==> src/rtl/fpu_sequencer_if.sv <==
// fpu_sequencer_if: controller/FPU-side bundle of the FP sequencer; FPU_FLAGS_EN adds the NZCV flag path.
interface fpu_sequencer_if;
  logic       start;
  logic [1:0] op;
  logic       dbl;
  logic       busy;
  logic       done;
  logic       err;
  logic       rf_half;
  logic       opnd_we;
  logic       fpu_go;
  logic [1:0] fpu_op;
  logic       fpu_dbl;
  logic       fpu_ready;
  logic       fpu_write;
  logic       wr_half;
`ifdef FPU_FLAGS_EN
  logic [3:0] fpu_flags;
  logic [3:0] flags_out;
  logic       flags_we;
  modport master(output start, op, dbl, fpu_ready, fpu_flags,
                 input busy, done, err, rf_half, opnd_we, fpu_go, fpu_op, fpu_dbl, fpu_write, wr_half,
                 flags_out, flags_we);
  modport slave(input start, op, dbl, fpu_ready, fpu_flags,
                output busy, done, err, rf_half, opnd_we, fpu_go, fpu_op, fpu_dbl, fpu_write, wr_half,
                flags_out, flags_we);
`else
  modport master(output start, op, dbl, fpu_ready,
                 input busy, done, err, rf_half, opnd_we, fpu_go, fpu_op, fpu_dbl, fpu_write, wr_half);
  modport slave(input start, op, dbl, fpu_ready,
                output busy, done, err, rf_half, opnd_we, fpu_go, fpu_op, fpu_dbl, fpu_write, wr_half);
`endif
endinterface

==> src/rtl/fpu_sequencer.sv <==
// fpu_sequencer: Moore sequencer for operand read, FPU launch/wait with timeout, and FP writeback.
// Optional NZCV flag capture is enabled by defining FPU_FLAGS_EN.
module fpu_sequencer #(
  parameter int TIMEOUT = 64,
  parameter int CNT_W   = 7
) (
  input logic           clk,
  input logic           reset,
  fpu_sequencer_if.slave bus
);
  typedef enum logic [2:0] {IDLE, RD_LO, RD_HI, EXEC, WB_LO, WB_HI, DONE} state_t;
  state_t           r_state, w_next;
  logic [CNT_W-1:0] r_cnt, w_cnt;
  logic [1:0]       r_op;
  logic             r_dbl, r_err, w_ready, w_abort;
  // r_cnt is 0 in the first EXEC cycle; w_cnt counts EXEC cycles including the current one
  assign w_cnt   = r_cnt + CNT_W'(1);
  assign w_ready = r_state == EXEC && r_cnt != '0 && bus.fpu_ready;
  assign w_abort = r_state == EXEC && !w_ready && TIMEOUT != 0 && w_cnt == CNT_W'(TIMEOUT);
  always_comb begin
    w_next = r_state;
    unique case (r_state)
      IDLE:    w_next = bus.start ? RD_LO : IDLE;
      RD_LO:   w_next = r_dbl ? RD_HI : EXEC;
      RD_HI:   w_next = EXEC;
      EXEC:    w_next = w_ready ? WB_LO : (w_abort ? DONE : EXEC);
      WB_LO:   w_next = r_dbl ? WB_HI : DONE;
      WB_HI:   w_next = DONE;
      DONE:    w_next = IDLE;
      default: w_next = IDLE;
    endcase
  end
  always_ff @(posedge clk or negedge reset) begin
    if (!reset) begin
      r_state <= IDLE;
      r_cnt   <= '0;
      r_op    <= '0;
      r_dbl   <= 1'b0;
      r_err   <= 1'b0;
    end else begin
      r_state <= w_next;
      r_cnt   <= r_state != EXEC ? '0 : (&r_cnt ? r_cnt : w_cnt);
      r_err   <= r_state == DONE ? 1'b0 : (w_abort ? 1'b1 : r_err);
      if (r_state == IDLE && bus.start) begin
        r_op  <= bus.op;
        r_dbl <= bus.dbl;
      end
    end
  end
  assign bus.busy      = r_state != IDLE;
  assign bus.done      = r_state == DONE;
  assign bus.err       = r_state == DONE && r_err;
  assign bus.rf_half   = r_state == RD_HI;
  assign bus.opnd_we   = r_state == RD_LO || r_state == RD_HI;
  assign bus.fpu_go    = r_state == EXEC && r_cnt == '0;
  assign bus.fpu_op    = r_op;
  assign bus.fpu_dbl   = r_dbl;
  assign bus.fpu_write = r_state == WB_LO || r_state == WB_HI;
  assign bus.wr_half   = r_state == WB_HI;
`ifdef FPU_FLAGS_EN
  logic [3:0] r_flags;
  always_ff @(posedge clk or negedge reset) begin
    if (!reset) r_flags <= '0;
    else if (w_ready) r_flags <= bus.fpu_flags;
  end
  assign bus.flags_out = r_flags;
  assign bus.flags_we  = r_state == DONE && !r_err;
`endif
endmodule

==> src/flat_wrapper.sv <==
// flat-port wrapper written by rule: the top's interface ports become plain ports
module fpu_sequencer_flat 
#(
  parameter int TIMEOUT = 64,
  parameter int CNT_W   = 7
)
  (clk, reset, bus_start, bus_op, bus_dbl, bus_fpu_ready, bus_busy, bus_done, bus_err, bus_rf_half, bus_opnd_we, bus_fpu_go, bus_fpu_op, bus_fpu_dbl, bus_fpu_write, bus_wr_half);
  fpu_sequencer_if bus_i ();
  input logic clk;
  input logic reset;
  input wire logic [$bits(bus_i.start)-1:0] bus_start;
  input wire logic [$bits(bus_i.op)-1:0] bus_op;
  input wire logic [$bits(bus_i.dbl)-1:0] bus_dbl;
  input wire logic [$bits(bus_i.fpu_ready)-1:0] bus_fpu_ready;
  output wire logic [$bits(bus_i.busy)-1:0] bus_busy;
  output wire logic [$bits(bus_i.done)-1:0] bus_done;
  output wire logic [$bits(bus_i.err)-1:0] bus_err;
  output wire logic [$bits(bus_i.rf_half)-1:0] bus_rf_half;
  output wire logic [$bits(bus_i.opnd_we)-1:0] bus_opnd_we;
  output wire logic [$bits(bus_i.fpu_go)-1:0] bus_fpu_go;
  output wire logic [$bits(bus_i.fpu_op)-1:0] bus_fpu_op;
  output wire logic [$bits(bus_i.fpu_dbl)-1:0] bus_fpu_dbl;
  output wire logic [$bits(bus_i.fpu_write)-1:0] bus_fpu_write;
  output wire logic [$bits(bus_i.wr_half)-1:0] bus_wr_half;
  assign bus_i.start = bus_start;
  assign bus_i.op = bus_op;
  assign bus_i.dbl = bus_dbl;
  assign bus_i.fpu_ready = bus_fpu_ready;
  assign bus_busy = bus_i.busy;
  assign bus_done = bus_i.done;
  assign bus_err = bus_i.err;
  assign bus_rf_half = bus_i.rf_half;
  assign bus_opnd_we = bus_i.opnd_we;
  assign bus_fpu_go = bus_i.fpu_go;
  assign bus_fpu_op = bus_i.fpu_op;
  assign bus_fpu_dbl = bus_i.fpu_dbl;
  assign bus_fpu_write = bus_i.fpu_write;
  assign bus_wr_half = bus_i.wr_half;
  fpu_sequencer #(.TIMEOUT(TIMEOUT), .CNT_W(CNT_W)) u_core (.clk(clk), .reset(reset), .bus(bus_i));
endmodule
==> config.mk <==
export PLATFORM = sky130hd
export DESIGN_NAME = fpu_sequencer_flat
export DESIGN_NICKNAME = d
export VERILOG_FILES = /design/src/rtl/fpu_sequencer_if.sv /design/src/rtl/fpu_sequencer.sv /design/src/flat_wrapper.sv
export SDC_FILE = /design/constraint.sdc
export NUM_CORES = 1
export LEC_CHECK = 0
export ABC_AREA = 1
export BUFFER_PORTS_ARGS = -buffer_cell sky130_fd_sc_hd__buf_2
export CELL_PAD_IN_SITES_DETAIL_PLACEMENT = 0
export CELL_PAD_IN_SITES_GLOBAL_PLACEMENT = 1
export CORE_MARGIN = 1.5
export CORE_UTILIZATION = 28
export DETAILED_ROUTE_END_ITERATION = 6
export PLACE_DENSITY_LB_ADDON = 0.1
export SETUP_SLACK_MARGIN = 0.3
export SLEW_MARGIN = 30
export SYNTH_ARGS = -nofsm -noshare
export SYNTH_HDL_FRONTEND = slang
export SYNTH_SLANG_ARGS = --single-unit
==> constraint.sdc <==
create_clock -name clk -period 2 [get_ports clk]
set_clock_uncertainty 0.05 [all_clocks]
set_input_delay 0 -clock clk [delete_from_list [all_inputs] [get_ports clk]]
set_output_delay 0 -clock clk [all_outputs]
set_load 0.005 [all_outputs]
== Word-level counts from Yosys, hierarchy flattened ==
Index checks and enable logic that the tools add are counted.

* Register bits after elaboration: 14
* Bits of input ports: 7
* Output and inout bits: 11
* Word-level logic and storage cells: 41

* Add/sub/neg operators: 1
* Eq/ne operators: 9
* Multiplexer cells: 10
* Reductions and logical operators: 16

{| class="wikitable"
|+ Operator list
! operator !! number
|-
| $pmux W3 S6 || 1
|-
| $mux W7 || 2
|-
| $eq A3 B3 Y1 const B || 3
|-
| $add A7 B1 Y7 const B || 1
|-
| $eq A7 B7 Y1 const B || 1
|-
| $logic_and A1 B1 Y1 || 7
|-
| $logic_not A7 Y1 || 1
|-
| $reduce_and A7 Y1 || 1
|-
| $reduce_bool A7 Y1 || 1
|-
| $eq A3 B2 Y1 const B || 2
|-
| $mux W3 || 2
|-
| $mux W1 || 4
|-
| $eq A3 B1 Y1 const B || 1
|-
| $logic_not A3 Y1 || 1
|-
| $ne A3 B2 Y1 const B || 1
|-
| $reduce_bool A3 Y1 || 1
|-
| $logic_or A1 B1 Y1 || 2
|-
| $mux W2 || 1
|-
| $ne A2 B1 Y1 const B || 1
|-
| $reduce_bool A2 Y1 || 1
|-
| $logic_not A1 Y1 || 1
|}

== Depth between registers and ports, before layout ==
* Depth after elaboration: 9
* Gate-level depth with buffers: 11
* Gate-level depth less buffers: 11

== Worst setup path before layout ==
OpenSTA, ideal clock, no wires.

* Path kind: register -> register
* Start: register u_core.r_cnt[0]
* End: register u_core.r_state[0]
* Library setup time: 0.116 ns
* Data arrival time: 1.251 ns
* Required time: 1.834 ns
* Setup slack: 0.582 ns
* Cell stages (with the launch flop): 12
* Buffers on the path: 0
* Clock period less this slack: 1.418 ns
* Cells stage by stage: dfrtp_1 > inv_1 > ha_1 > inv_1 > nor2_1 > nand3_2 > nand2_1 > nand2_1 > nor2_1 > nand3_1 > nand2_1 > nand2_1

* Longest elaborated chain between the ends: 9
* Elaborated cells on any way between the ends: 11
* Those cells by class: add/sub (1); eq/ne (1); mux (3); reduce/logical (6)

{| class="wikitable"
|+ Ends and longest elaborated chain
! item !! line !! source
|-
| start: declaration || fpu_sequencer.sv:13 || <nowiki>logic [CNT_W-1:0] r_cnt, w_cnt;</nowiki>
|-
| start signal: assignment || fpu_sequencer.sv:42 || <nowiki>r_cnt <= r_state != EXEC ? '0 : (&r_cnt ? r_cnt : w_cnt);</nowiki>
|-
| parallel branches: the longest is 7 deep, another holds $add A7 B1 Y7 || - ||
|-
| $mux W3 (*) || fpu_sequencer.sv:26 || <nowiki>EXEC: w_next = w_ready ? WB_LO : (w_abort ? DONE : EXEC);</nowiki>
|-
| $pmux W3 S6 (*) || fpu_sequencer.sv:22 || <nowiki>unique case (r_state)</nowiki>
|-
| net u_core.w_next[0] || fpu_sequencer.sv:12 || <nowiki>state_t r_state, w_next;</nowiki>
|-
| end signal: assignment || fpu_sequencer.sv:41 || <nowiki>r_state <= w_next;</nowiki>
|-
| end: declaration || fpu_sequencer.sv:12 ||
|}

Mark *: on every way through the listed nets, which the timed path passes.
A chain may end at the register's enable or synchronous reset.

== Worst setup path in the final report ==
* Start: register u_core.r_cnt[0]
* End: register u_core.r_cnt[1]

* Longest elaborated chain between the ends: 3
* Elaborated cells on any way between the ends: 5
* Those cells by class: add/sub (1); eq/ne (1); mux (2); reduce/logical (1)

{| class="wikitable"
|+ Ends and longest elaborated chain
! item !! line !! source
|-
| $add A7 B1 Y7 || fpu_sequencer.sv:17 || <nowiki>assign w_cnt = r_cnt + CNT_W'(1);</nowiki>
|-
| $mux W7 (2 in series) || fpu_sequencer.sv:42 ||
|}

Parallel ways exist; a longest one is shown, timed or not. The select of a mux whose other input is x is not followed.

==> metrics.md <==
| Metric | Value |
|---|---|
| Outcome | completed |
| Starting Density | 29.0% |
| Sw frac | 40.7% |
| Fmax | 0.649 GHz |
| Top FF cell, synth | dfrtp_1 |
| Post-synth net total | 122 |
| Root buffer cell | clkbuf_4 |
| Worst hold slack | 0.0867 ns |
| Number of global-route vias before repair | 713 |
| Worst hold path class | in2async |
| Final Cycle Share | 77.0% |
| Worst Setup End Kind | flip-flop |
| Setup TNS | 0 ns |
| Critical path fanouts, max | 6 |
| TritonCTS clock tree | yes |
| Post-route DRC | 0 |
| Clock latency on the worst-skew pair | 0.27 ns |
| Setup-failing EPs final | 0 |
| RSZ-0062 raised after global routing | no |
| Crit path time final | 1.54 ns |
| Syn Inst Count | 112 |
| Reg2Reg Setup Slack | 0.46 ns |
| Largest area contributor in the netlist | dfrtp_1 |
| Drt via density | 4.27 |
| Count leader, synth | nand2_1 |
| R2r endpoint | u_core.r_cnt[1]$_DFFE_PN0P_ |
| Gate power share | 48.3% |
| Clk slew on worst S/H paths | 0.08 ns |
| IO buf count | 17 |
| Initial DRT Pass Iterations | 4 |
| Die area | 3480 sq um |
| Yosys top cell area share | 39.9% |
| Synth top area cells | dfrtp_1 (40%), nand2_1 (8.5%), inv_1 (7.7%) |
| Relative slew slack | 79.0% |
| Switching pwr | 0.524 mW |
| CP arrival | 1.66 ns |
| Share of cells above drive strength 1 | 28.2% |
| Core area | 3030 sq um |
| Worst Path Required | 2.12 ns |
| Fin. Hold Viols | 0 |
| Grt met2 use | 18.7% |
| Type of origin of the critical path | flip-flop |
| Async set or reset register ratio after synthesis | 100% |
| Die Height | 59.0 um |
| Grt met3 use | 4.15% |
| Antenna violations before repair | 0 |
| Total GRT Usage | 12.1% |
| Internal | 0.765 mW |
| Netlist cell types | 26 |
| Setup CP Type | reg2reg |
| Slew Viols, Final | 0 |
| Syn avg cell area | 7.84 sq um |
| Worst slew pin tran | 0.315 ns |
| Synth top cells by count | nand2_1 (20), inv_1 (18), nor2_1 (18) |
| Layout fillers | 329 |
| Die width | 59.0 um |
| Final non-filler cell total | 186 |
| Number of synthesized flops with an enable pin | 0 |
| Post-route worst setup slack | 0.460 ns |
| Largest net degree at the start of global routing | 15 |
| Area Growth Syn to Fin | 28.8% |
| Register area share after synthesis | 39.9% |
| Setup Slack @ Placement | 0.416 ns |
| Cells after DPL | 172 |
| Worst r2r path cells | 6 |
| Routability congestion estimate | 0.700 |
| Synth Register Bits | 14 |
| Detail Route Antenna Nets | 0 |
| Detail Placement HPWL | 1.50 mm |
| CTS buffer count | 3 |
| Initial DRC Count | 34 |
| Drt wl/cell | 10.7 um |
| Layout Utilization | 37.4% |
| Max cap viols | 0 |
| Total Nets Final | 153 |
| Grt met1 use | 16.3% |
| Clock power frac | 15.5% |
| First-pass GRT wire length | 3.11 mm |
| Lkg Pwr | 0.582 nW |
| Seq pwr share | 36.2% |
| Clk buf depth | 2 |
| # H-tree levels | 1 |
| Inserted Diodes | 0 |
| # rows | 20 |
| GRT busiest layer | met2 |
| Maximum vdd ir drop | 474 uV |
| Number of vias in the routed layout | 794 |
| P per Cell Area | 1140 nW/um^2 |
| Worst R2R Start | u_core.r_cnt[0]$_DFFE_PN0P_ |
| Synthesized cell area | 878 sq um |
| GRT Residual Overflow | 0 |
| Clock Sinks | 14 |
| Syn. warnings | 0 |
| # IOs | 18 |
| Final WL | 1.99 mm |
-- power by group through the flow --
| stage | registers, mW | logic [mW] | clock network (mW) |
|---|---|---|---|
| floorplan | 0.456 | 0.425 | 0 |
| global route | 0.488 | 0.717 | 0.227 |
| CTS | 0.466 | 0.600 | 0.210 |
| finish | 0.467 | 0.623 | 0.200 |
| global placement | 0.472 | 0.589 | 0 |
| detailed placement | 0.471 | 0.590 | 0 |
-- placed cells by master (no fill, tap or decap), drive strengths merged, types with 2 or more instances in the layout --
master        n
o21ai         2
dfrtp        14
clkbuf        4
nor2         19
nand2        21
ha            3
inv          19
mux2          3
nor3          4
nand3        11
nand3b        2
dlygate4sd3   5
nand4         2
buf          23
a21oi         4
-- cell type report --
cell class,count,area (sq um),area share (%)
clock buffer,4,36.3,3.21
tap,44,55.1,4.87
multi-input combinational,77,437,38.6
inverter,19,71.3,6.31
sequential,14,352,31.1
timing repair buffer,28,180,15.9
-- metal layers --
layer  wire, um  part of all wire, %
met1        988                   50
met2        905                   46
met3         79                  4.0
met4         13                 0.65
met5          0                    0
-- flip-flops by register name (all words and copies together), names as in the netlist --
signal and cells:
u_core.bus.fpu_dbl 1, u_core.bus.fpu_op 2, u_core.r_cnt 7, u_core.r_err 1, u_core.r_state 3
-- how the worst max path moves through the flow --
stage | start | end | slack, ns | cells past startpoint
2_1_floorplan | u_core.r_cnt[0]$_DFFE_PN0P_ | u_core.r_state[0]$_DFF_PN0_ | 0.58 | 11
3_3_place_gp | u_core.r_cnt[0]$_DFFE_PN0P_ | u_core.r_state[0]$_DFF_PN0_ | 0.38 | 11
3_5_place_dp | u_core.r_cnt[0]$_DFFE_PN0P_ | u_core.r_state[0]$_DFF_PN0_ | 0.42 | 11
4_1_cts | u_core.r_cnt[0]$_DFFE_PN0P_ | u_core.r_state[0]$_DFF_PN0_ | 0.41 | 11
5_1_grt | u_core.r_cnt[0]$_DFFE_PN0P_ | u_core.r_state[0]$_DFF_PN0_ | 0.29 | 11
6_report | u_core.r_cnt[0]$_DFFE_PN0P_ | u_core.r_cnt[1]$_DFFE_PN0P_ | 0.46 | 6
-- repair_timing --
item / in CTS / in global routing
gates resized for setup: 0 / 4
hold buffers: 5 / 0
setup endpoints to repair: 0 / 2
setup buffers: 0 / 5
hold endpoints to repair: 18 / 0
-- logic make-up (layout without fill, tap and decap cells) --
group,count (synthesis),count (layout),share of synthesized area [%]
compound gates,11,11,9.26
fa+ha+maj,3,3,4.27
simple gates,60,60,31.8
buf+inv,21,51,11.0
mux,3,3,3.85
flops,14,14,39.9
-- through the flow --
step	area (sq um)	power [mW]
CTS	1090	1.28
global placement	1000	1.06
finish	1130	1.29
global route	1130	1.43
detailed placement	1000	1.06
floorplan	878	0.881
-- critical path, cell delays in order, from the launching register on --
cell,delay [ns]
dfrtp_2,0.42
ha_1,0.24
nand3_2,0.11
nor2_1,0.13
nand2_2,0.11
buf_4,0.16
o31ai_1,0.22
Note: power is estimated with default switching activity, not from simulation.
